### config.mk
export PLATFORM = sky130hd
export DESIGN_NAME = alu_exception_unit
export DESIGN_NICKNAME = d
export VERILOG_FILES = /design/src/rtl/alu_exception_unit.sv
export SDC_FILE = /design/constraint.sdc
export NUM_CORES = 1
export LEC_CHECK = 0
export CORE_MARGIN = 2
export CORE_UTILIZATION = 40
export CTS_CLUSTER_DIAMETER = 30
export CTS_CLUSTER_SIZE = 8
export DETAILED_ROUTE_END_ITERATION = 8
export MAX_ROUTING_LAYER = met4
export PLACE_DENSITY = 0.93
export SLEW_MARGIN = 20
export SYNTH_ARGS = -nofsm -noshare
export SYNTH_HDL_FRONTEND = slang
export SYNTH_SLANG_ARGS = --single-unit
### constraint.sdc
create_clock -name clk -period 2.2 [get_ports clk]
set_clock_uncertainty 0.05 [all_clocks]
set_input_delay 0.44 -clock clk [delete_from_list [all_inputs] [get_ports clk]]
set_output_delay 0.44 -clock clk [all_outputs]
set_load 0.01 [all_outputs]
### src/rtl/alu_exception_unit.sv
// ALU status consumer: keeps condition flags, raises precise exceptions with EPC/cause capture.
// Optional per-cause event counters are compiled in with ALU_EXC_COUNT_EN.
module alu_exception_unit #(
    parameter int DATA_W  = 32,
    parameter int CAUSE_W = 5,
    parameter int CNT_W   = 16
) (
    input  logic               clk,
    input  logic               rst,
    input  logic               status_valid,
    input  logic [7:0]         alu_status,
    input  logic [DATA_W-1:0]  pc_ex,
    input  logic               exc_ack,
    input  logic               eret,
    output logic [3:0]         flags,
    output logic               exc_req,
    output logic               exc_flush,
    output logic [CAUSE_W-1:0] exc_cause,
    output logic [DATA_W-1:0]  epc,
    output logic               exc_overrun,
    input  logic [1:0]         cnt_sel,
    output logic [CNT_W-1:0]   cnt_val
);
    typedef enum logic [1:0] {IDLE, REQ, HANDLER} state_t;

    state_t             state_q, state_d;
    logic [3:0]         flags_q, flags_d;
    logic               exc_req_q, exc_req_d;
    logic               exc_flush_q, exc_flush_d;
    logic [CAUSE_W-1:0] exc_cause_q, exc_cause_d;
    logic [DATA_W-1:0]  epc_q, epc_d;
    logic               exc_overrun_q, exc_overrun_d;

    logic               exc_hit;
    logic [CAUSE_W-1:0] hit_cause;

    assign exc_hit = status_valid & (alu_status[6] | alu_status[3] | alu_status[2]);

    always_comb begin
        hit_cause = CAUSE_W'(13);
        if (alu_status[6])      hit_cause = CAUSE_W'(12);
        else if (alu_status[3]) hit_cause = CAUSE_W'(4);
    end

    always_comb begin
        state_d       = state_q;
        flags_d       = flags_q;
        exc_cause_d   = exc_cause_q;
        epc_d         = epc_q;
        exc_flush_d   = 1'b0;
        exc_overrun_d = 1'b0;

        if (status_valid)
            flags_d = {alu_status[7], alu_status[5], alu_status[4], alu_status[6]};

        case (state_q)
            IDLE: begin
                if (exc_hit) begin
                    state_d     = REQ;
                    epc_d       = pc_ex;
                    exc_cause_d = hit_cause;
                    exc_flush_d = 1'b1;
                end
            end
            REQ: begin
                // A new hit while waiting for ack is masked, even on the ack edge.
                exc_overrun_d = exc_hit;
                if (exc_ack) state_d = HANDLER;
            end
            HANDLER: begin
                exc_overrun_d = exc_hit;
                if (eret) state_d = IDLE;
            end
            default: state_d = IDLE;
        endcase

        exc_req_d = (state_d == REQ);
    end

    always_ff @(posedge clk) begin
        if (rst) begin
            state_q       <= IDLE;
            flags_q       <= '0;
            exc_req_q     <= 1'b0;
            exc_flush_q   <= 1'b0;
            exc_cause_q   <= '0;
            epc_q         <= '0;
            exc_overrun_q <= 1'b0;
        end else begin
            state_q       <= state_d;
            flags_q       <= flags_d;
            exc_req_q     <= exc_req_d;
            exc_flush_q   <= exc_flush_d;
            exc_cause_q   <= exc_cause_d;
            epc_q         <= epc_d;
            exc_overrun_q <= exc_overrun_d;
        end
    end

    assign flags       = flags_q;
    assign exc_req     = exc_req_q;
    assign exc_flush   = exc_flush_q;
    assign exc_cause   = exc_cause_q;
    assign epc         = epc_q;
    assign exc_overrun = exc_overrun_q;

`ifdef ALU_EXC_COUNT_EN
    logic [CNT_W-1:0] cnt_ov_q, cnt_ov_d;
    logic [CNT_W-1:0] cnt_mis_q, cnt_mis_d;
    logic [CNT_W-1:0] cnt_dz_q, cnt_dz_d;
    logic [CNT_W-1:0] cnt_orun_q, cnt_orun_d;
    logic [1:0]       unused_status;

    assign unused_status = alu_status[1:0];

    // Counters see raw status bits, regardless of priority or masking.
    always_comb begin
        cnt_ov_d   = cnt_ov_q;
        cnt_mis_d  = cnt_mis_q;
        cnt_dz_d   = cnt_dz_q;
        cnt_orun_d = cnt_orun_q;
        if (status_valid && alu_status[6] && cnt_ov_q  != '1) cnt_ov_d  = cnt_ov_q + 1'b1;
        if (status_valid && alu_status[3] && cnt_mis_q != '1) cnt_mis_d = cnt_mis_q + 1'b1;
        if (status_valid && alu_status[2] && cnt_dz_q  != '1) cnt_dz_d  = cnt_dz_q + 1'b1;
        if (exc_overrun_d && cnt_orun_q != '1)                cnt_orun_d = cnt_orun_q + 1'b1;
    end

    always_ff @(posedge clk) begin
        if (rst) begin
            cnt_ov_q   <= '0;
            cnt_mis_q  <= '0;
            cnt_dz_q   <= '0;
            cnt_orun_q <= '0;
        end else begin
            cnt_ov_q   <= cnt_ov_d;
            cnt_mis_q  <= cnt_mis_d;
            cnt_dz_q   <= cnt_dz_d;
            cnt_orun_q <= cnt_orun_d;
        end
    end

    always_comb begin
        case (cnt_sel)
            2'd0:    cnt_val = cnt_ov_q;
            2'd1:    cnt_val = cnt_mis_q;
            2'd2:    cnt_val = cnt_dz_q;
            default: cnt_val = cnt_orun_q;
        endcase
    end
`else
    logic [3:0] unused_inputs;
    assign unused_inputs = {cnt_sel, alu_status[1:0]};
    assign cnt_val       = '0;
`endif

endmodule

==> results.md, run 1 <==
- The gate count of the mapped netlist is 210.
- CTS built an H-tree with a depth of 2.
- The critical path goes through clkdlybuf4s50_1, o311a_1, buf_4, nor2_1, a311oi_1.
- In the global route stage, met1 resource usage came out at 0.221.
- The final critical-path share of the clock period is 0.829.
- The synthesized area divided by synthesized cell count is 8.65 um^2.
- After clock tree synthesis, the clock-pin slew on the worst setup and hold paths is 70 ps.
- Power spread over the standard cell area amounts to 662 nW/um^2.
- The run finished with clean final reports.
- The first global-routing pass estimated 7170 um of wire.
- After legalization and detailed placement, the total HPWL measured 3260 um.
- The number of inserted diodes is 0.
- Grouping stages by cell kind, the critical path spends the most delay in buffers and inverters.
- The final non-filler cell total is 351.
- After clock tree synthesis, the setup repair step added 0 buffers.
- The die covers 5090 um^2.
- For this run, the register share of the synthesized area comes to 0.485.
- The global routing met2 resource utilization is 0.295.
- Static timing analysis puts the maximum clock frequency at 549 MHz.
- From bottom edge to top edge, the die measures 71.4 um.
- In this run the horizontal extent of the chip is 71.4 um.
- The floorplan has 24 rows.
- The startpoint class of the critical path is a primary input.
- The TritonCTS buffer count is 5.
- After the last flow step, the layout net total stands at 350.
- After global routing, the most crowded layer is met2.
- The maximum count of clock buffers along a single path is 2.
- Along the worst path, the maximum fanout reaches 10.
- The number of global-route vias before repair came to 1622.
- For this configuration, the core starts out at a cell density of 0.417.
- Summed over all cells, the static leakage comes to 1.08 nW.
- The worst setup path is captured at a register.
- The average routed wire per standard cell is 12.0 um.
- The largest single stage delay on the critical path is 570 ps.
- The data arrival time of the critical path is 1960 ps.
- The number of pins with negative max-slew slack in the final report is 0.
- The post-detailed-route count of antenna-violating nets is 0.
- The routed design could run at a clock period as short as 1820 ps.
- Routability-driven placement finished with a final weighted congestion of 0.715.
- Max-cap violations in this run came to 0.
- In this run, the number of DRC markers left after iteration 0 of detailed routing was 64.
- Dividing the detail-routed via count by the number of cells gives 4.57.
- The DRC violation count after routing is 0.
- The pin count of the biggest net entering global routing is 23.
- Setup slack closes at 377 ps.
- Summing over every cut layer, the via total after detailed routing is 1605.
- The setup-violating endpoint count in the final report is 0.
- For this run, the number of Yosys warnings is 0.
- The sum of negative setup slack is 0 ps.
- The signed area change from the synthesized netlist to the final layout is 50.4%.
- Of the cells placed in the final design, the portion with a size suffix greater than 1 is 0.104.
- The clock tree from TritonCTS is done.
- The cell count after placement is 344.
- The buffering stage count on the worst path with inverters included is 2.
- IR analysis of the VDD net gives a maximum drop of 458 uV.
- For met3 alone, demand over resource in global routing was 0.0492.
- In this run the count of I/O pins placed on the die edge is 107.
- Across every metal layer, demand over resource in global routing totals 0.178.
- The total congestion overflow after global routing is 0.
- After detailed routing, the total wire length is 4210 um.
- The hold buffer count at cts is 0.
- The synthesized netlist contains 23 unique library cells.
- The number of optimization iterations in the first detailed-route pass is 3.
- The pre-CTS setup slack is 75.8 ps.
- The number of antenna violations at the first check in global routing was 0.
- The cell type of the slowest stage on the worst timing path is sky130_fd_sc_hd__clkdlybuf4s50_1.
- Clock latency on the worst-skew pair, taken at its later pin, is 270 ps.
- The type of the setup path with the least slack is primary input to register.
- The number of clock sinks is 44.
- The number of port buffers is 84.
- In this run the worst hold path is classified as register to register.
- Synthesis inferred 44 register bits.
- The total standard cell area after synthesis is 1820 um^2.
- The post-cts resize count is 0.
- The number of hold violations in the final report is 0.
- The root buffer cell is sky130_fd_sc_hd__clkbuf_8.
- The endpoint required time on the critical path is 2340 ps.
- The area of the placeable core is 4350 um^2.
- Setup repair after global routing left no endpoint under its margin.
-- synthesized netlist by cell type (all sizes together) --
library cell  instances  area share
nand2                65        0.13
a311oi                1      0.0048
a21oi                34        0.12
or3                   1      0.0034
nor2b                 2      0.0069
clkbuf                5       0.010
mux2i                 4       0.022
nor2                 12       0.025
a211oi                1      0.0041
ha                    4       0.028
o31ai                 2      0.0083
a211o                 1      0.0048
conb                  1      0.0021
inv                   3      0.0062
buf                  26        0.11
o311a                 1      0.0055
and3b                 1      0.0048
nor3b                 1      0.0041
dfxtp                44        0.49
o311ai                1       0.014
-- registers in the layout (all words and copies together), names as in the netlist --
name	flops
exc_cause	3
state_q	2
exc_overrun	1
epc	32
exc_flush	1
flags	4
exc_req	1
-- cell usage in the layout (no fill, tap or decap), types with 2 or more instances in the layout --
master	n
sky130_fd_sc_hd__a21oi_1	23
sky130_fd_sc_hd__a21oi_2	11
sky130_fd_sc_hd__buf_4	12
sky130_fd_sc_hd__clkbuf_8	5
sky130_fd_sc_hd__clkdlybuf4s50_1	83
sky130_fd_sc_hd__conb_1	18
sky130_fd_sc_hd__dfxtp_1	44
sky130_fd_sc_hd__ha_1	4
sky130_fd_sc_hd__inv_1	3
sky130_fd_sc_hd__mux2i_1	4
sky130_fd_sc_hd__nand2_1	65
sky130_fd_sc_hd__nor2_1	12
sky130_fd_sc_hd__nor2b_1	2
sky130_fd_sc_hd__o31ai_1	2
-- cell families after synthesis --
| logic type | after synthesis | synth area share |
|---|---|---|
| AOI/OAI and AO/OA | 41 | 0.159 |
| other | 1 | 0.00207 |
| muxes | 4 | 0.0221 |
| buffers and inverters | 34 | 0.126 |
| and+or+nand+nor | 82 | 0.178 |
| adders and majority gates | 4 | 0.0276 |
| DFF | 44 | 0.485 |
-- routing by layer --
| layer | vias to the layer above | part of all wire |
|---|---|---|
| met5 | - | 0 |
| met4 | 0 | 0.0033 |
| met3 | 2 | 0.074 |
| met2 | 58 | 0.49 |
| met1 | 730 | 0.43 |
| li1 | 815 | - |
-- tightest hold or removal path, stage by stage (launching register included) --
cell and delay (ps):
sky130_fd_sc_hd__dfxtp_1 310, sky130_fd_sc_hd__nand2_1 50, sky130_fd_sc_hd__a21oi_1 50
-- area by class of cell --
type / count / area, um^2
multi-input combinational: 149 / 769
timing repair buffer: 96 / 926
inverter: 3 / 11.3
fill: 391 / 1620
clock buffer: 6 / 72.6
sequential: 44 / 881
tap: 52 / 65.1
clock inverter: 1 / 5.00
-- through the flow --
step	utilization	total power, mW	instance area (um^2)	hold WS (ps)
3_3_place_gp	0.609	1.36	2650	391
4_1_cts	0.627	1.84	2730	407
2_1_floorplan	-	1.16	1880	431
3_5_place_dp	0.609	1.38	2650	396
5_1_grt	0.627	1.92	2730	430
6_report	0.627	1.81	2730	406
-- report_power, final --
part           leakage (nW)  internal, mW  switching, mW
Sequential            0.361         0.861         0.0320
Combinational         0.678         0.249          0.213
Clock                0.0410         0.216          0.238
Total                  1.08          1.33          0.483
-- final timing paths --
| path | startpoint | to | slack, ps | cells past startpoint |
|---|---|---|---|---|
| hold reg to reg | epc[10]$_SDFFE_PP0P_ | epc[10]$_SDFFE_PP0P_ | 410 | 2 |
| setup / recovery | alu_status[6] | exc_cause[3]$_SDFFE_PP0P_ | 380 | 5 |
| hold / removal | epc[10]$_SDFFE_PP0P_ | epc[10]$_SDFFE_PP0P_ | 410 | 2 |
| setup reg to reg | state_q[0]$_SDFF_PP0_ | exc_cause[3]$_SDFFE_PP0P_ | 400 | 6 |
(Power assumes the default switching activity.)
==> run 2: changes to the inputs <==
--- a/config.mk
+++ b/config.mk
@@ -6,12 +6,12 @@
 export NUM_CORES = 1
 export LEC_CHECK = 0
 export CORE_MARGIN = 2
-export CORE_UTILIZATION = 40
+export CORE_UTILIZATION = 37
 export CTS_CLUSTER_DIAMETER = 30
 export CTS_CLUSTER_SIZE = 8
 export DETAILED_ROUTE_END_ITERATION = 8
 export MAX_ROUTING_LAYER = met4
-export PLACE_DENSITY = 0.93
+export PLACE_DENSITY = 0.87
 export SLEW_MARGIN = 20
 export SYNTH_ARGS = -nofsm -noshare
 export SYNTH_HDL_FRONTEND = slang
==> constraint.sdc (replaced) <==
create_clock -name clk -period 1.9 [get_ports clk]
set_clock_uncertainty 0.05 [all_clocks]
set_input_delay 0.38 -clock clk [delete_from_list [all_inputs] [get_ports clk]]
set_output_delay 0.38 -clock clk [all_outputs]
set_load 0.01 [all_outputs]
==> results.md, run 2 (synthesis results as in run 1) <==
- The number of clock sinks came to 44 (unchanged).
- The commonest non-fill, non-tap cell in the layout is sky130_fd_sc_hd__clkdlybuf4s50_1 (unchanged).
- The clock latency reported for the late side of the worst-skew pair is 280 ps (was 270 ps).
- The cell family contributing the most delay on the critical path is buffers and inverters (unchanged).
- The worst hold-check slack is 349 ps (was 406 ps).
- The post-route minimum period is 1620 ps.
- The cell row count is 25 (was 24).
- The number of vias after detailed routing is 1580 (was 1605).
- The endpoint required time on the critical path is 2020 ps (was 2340 ps).
- The die outline area is 5480 um^2 (was 5090 um^2).
- The area of the placeable core is 4720 um^2 (was 4350 um^2).
- The global-route usage over all layers is 0.157 (was 0.178).
- For this run, the top clock speed supported by timing is 618 MHz.
- The floorplan die width came to 74.1 um (was 71.4 um).
- The final critical-path share of the clock period is 0.851.
- The type of the setup path with the least slack is primary input to register (unchanged).
- The post-CTS setup repair buffer count is 0 (unchanged).
- The number of nets in the finished design is 346 (was 350).
- The root buffer cell is sky130_fd_sc_hd__clkbuf_8 (unchanged).
- The flip-flop count of the largest register, all copies and words added is 32 (unchanged).
- The number of hold violations in the final report is 0 (unchanged).
- The y dimension of the die is 74.1 um (was 71.4 um).
- The DRC violation count after routing came to 0 (unchanged).
- The I/O pin total is 107 (unchanged).
- The number of max-capacitance violations reported is 0 (unchanged).
- The setup-violating endpoint count in the final report was 0 (unchanged).
- The pin count of the biggest net entering global routing came to 21 (was 23).
- The area of placed instances was 2670 um^2 (was 2650 um^2).
- The TritonCTS buffer count is 5 (unchanged).
- The average routed wire per standard cell is 11.2 um (was 12.0 um).
- Unrepaired setup endpoints after global routing: no (unchanged).
- Crit-path cells: clkdlybuf4s50_1, o311a_1, buf_4, nand2_1, a21oi_2 (was clkdlybuf4s50_1, o311a_1, buf_4, nor2_1, a311oi_1).
- The storage element area is 881 um^2 (unchanged).
- The number of pins with negative max-slew slack in the final report was 0 (unchanged).
- The post-cts resize count is 0 (unchanged).
- The delay of the slowest cell on the worst path came to 520 ps (was 570 ps).
- The startpoint class of the critical path is a primary input (unchanged).
- The signed area change from the synthesized netlist to the final layout is 52.0% (was 50.4%).
- The number of port buffers came to 84 (unchanged).
- The number of optimization iterations in the first detailed-route pass is 4 (was 3).
- The data arrival time of the critical path came to 1740 ps (was 1960 ps).
- The path category of the worst min-delay check is primary input to register (was register to register).
- The area of all placed cells without fillers is 2760 um^2 (was 2730 um^2).
- The clock transition at the registers of the reported paths is 80 ps (was 70 ps).
- The number of global-route vias before repair is 1530 (was 1622).
- The number of antenna violations at the first check in global routing is 0 (unchanged).
- The wire length of the first global-routing pass is 6570 um (was 7170 um).
- The static leakage is 1.08 nW (about the same).
- The share of final-layout standard cells stronger than drive strength 1 is 0.0980 (was 0.104).
- The worst-path maximum fanout came to 17 (was 10).
- The final non-filler cell total was 363 (was 351).
- The final-layout fill cell count is 424 (was 391).
- The maximum count of clock buffers along a single path came to 2 (unchanged).
- The buffering stage count on the worst path with inverters included was 2 (unchanged).
- The total power density per cell area is 779 nW/um^2 (was 662 nW/um^2).
- The hold buffer count at cts is 0 (unchanged).
- The routed via count divided by cell count is 4.35 (was 4.57).
- The cell type of the slowest stage on the worst timing path is sky130_fd_sc_hd__clkdlybuf4s50_1 (unchanged).
- The total power came to 2.15 mW (was 1.81 mW).
- The clock tree from TritonCTS is done (unchanged).
- The DRC violation total after the first TritonRoute iteration is 55 (was 64).
- The sum of routed wire length over all layers was 4050 um (was 4210 um).
- The effective utilization at floorplan is 0.384 (was 0.417).
- The total number of H-tree levels was 2 (unchanged).
- The area of the multi-input gates came to 769 um^2 (unchanged).
- The number of inserted diodes is 0 (unchanged).
- Leading cell types in the layout, fill and taps excluded: 83 x sky130_fd_sc_hd__clkdlybuf4s50_1, 65 x sky130_fd_sc_hd__nand2_1, 44 x sky130_fd_sc_hd__dfxtp_1, 23 x sky130_fd_sc_hd__a21oi_1, 18 x sky130_fd_sc_hd__conb_1 (unchanged).
- The weighted congestion reported at the end of routability-driven placement is 0.786 (was 0.715).
- The total congestion overflow after global routing came to 0 (unchanged).
- The maximum vdd ir drop was 355 uV (was 458 uV).
- The post-detailed-route count of antenna-violating nets is 0 (unchanged).
- The cell count after placement was 355 (was 344).
- The post-detailed-placement half-perimeter wirelength is 3030 um (was 3260 um).
- Run status: finished clean (unchanged).
- The element type at the critical path end was a register (unchanged).
- The sum of negative setup slack is 0 ps (unchanged).
run 2: cell types whose count changed in the layout (fill, tap and decap cells not counted):
cell                       change
sky130_fd_sc_hd__buf_4         -6
sky130_fd_sc_hd__clkbuf_1      -1
sky130_fd_sc_hd__buf_12        +2
sky130_fd_sc_hd__clkinv_2      +1
sky130_fd_sc_hd__clkbuf_8      +1
run 2: final timing paths:
check,startpoint,end,slack [ps],depth (start not counted)
max reg2reg,state_q[0]$_SDFF_PP0_,epc[1]$_SDFFE_PP0P_,290,6
min reg2reg,epc[24]$_SDFFE_PP0P_,epc[24]$_SDFFE_PP0P_,400,2
min,rst,exc_cause[0]$_SDFFE_PP0P_,350,2
max,alu_status[3],epc[1]$_SDFFE_PP0P_,280,5
run 2: final cells by class:
type                    count  area share
repair buffers             92       0.334
inverters                   3     0.00408
multi-input cells         149       0.279
well taps                  67      0.0304
flip-flops and latches     44       0.319
clock buffers               6      0.0299
clock inverters             2     0.00363
run 2: power by group:
| part | leakage, nW | total [mW] | internal [mW] | switching [mW] |
|---|---|---|---|---|
| Sequential | 0.361 | 1.03 | 0.997 | 0.0356 |
| Clock | 0.0510 | 0.582 | 0.290 | 0.292 |
| Combinational | 0.669 | 0.537 | 0.291 | 0.245 |
| Total | 1.08 | 2.15 | 1.58 | 0.572 |
run 2: through the flow:
stage / setup WS, ps / util
after detailed placement: -10.4 / 0.565
after global placement: 26.0 / 0.565
after floorplan: 484 / -
after CTS: 262 / 0.584
final: 283 / 0.584
after global routing: 126 / 0.584
run 2: routing by layer:
| layer | GRT usage | up-vias | part of all wire |
|---|---|---|---|
| met2 | 0.271 | 66 | 0.49 |
| li1 | - | 808 | - |
| met1 | 0.176 | 701 | 0.42 |
| met4 | 0.0424 | 0 | 0.0084 |
| met3 | 0.0461 | 5 | 0.086 |
| met5 | - | - | 0 |
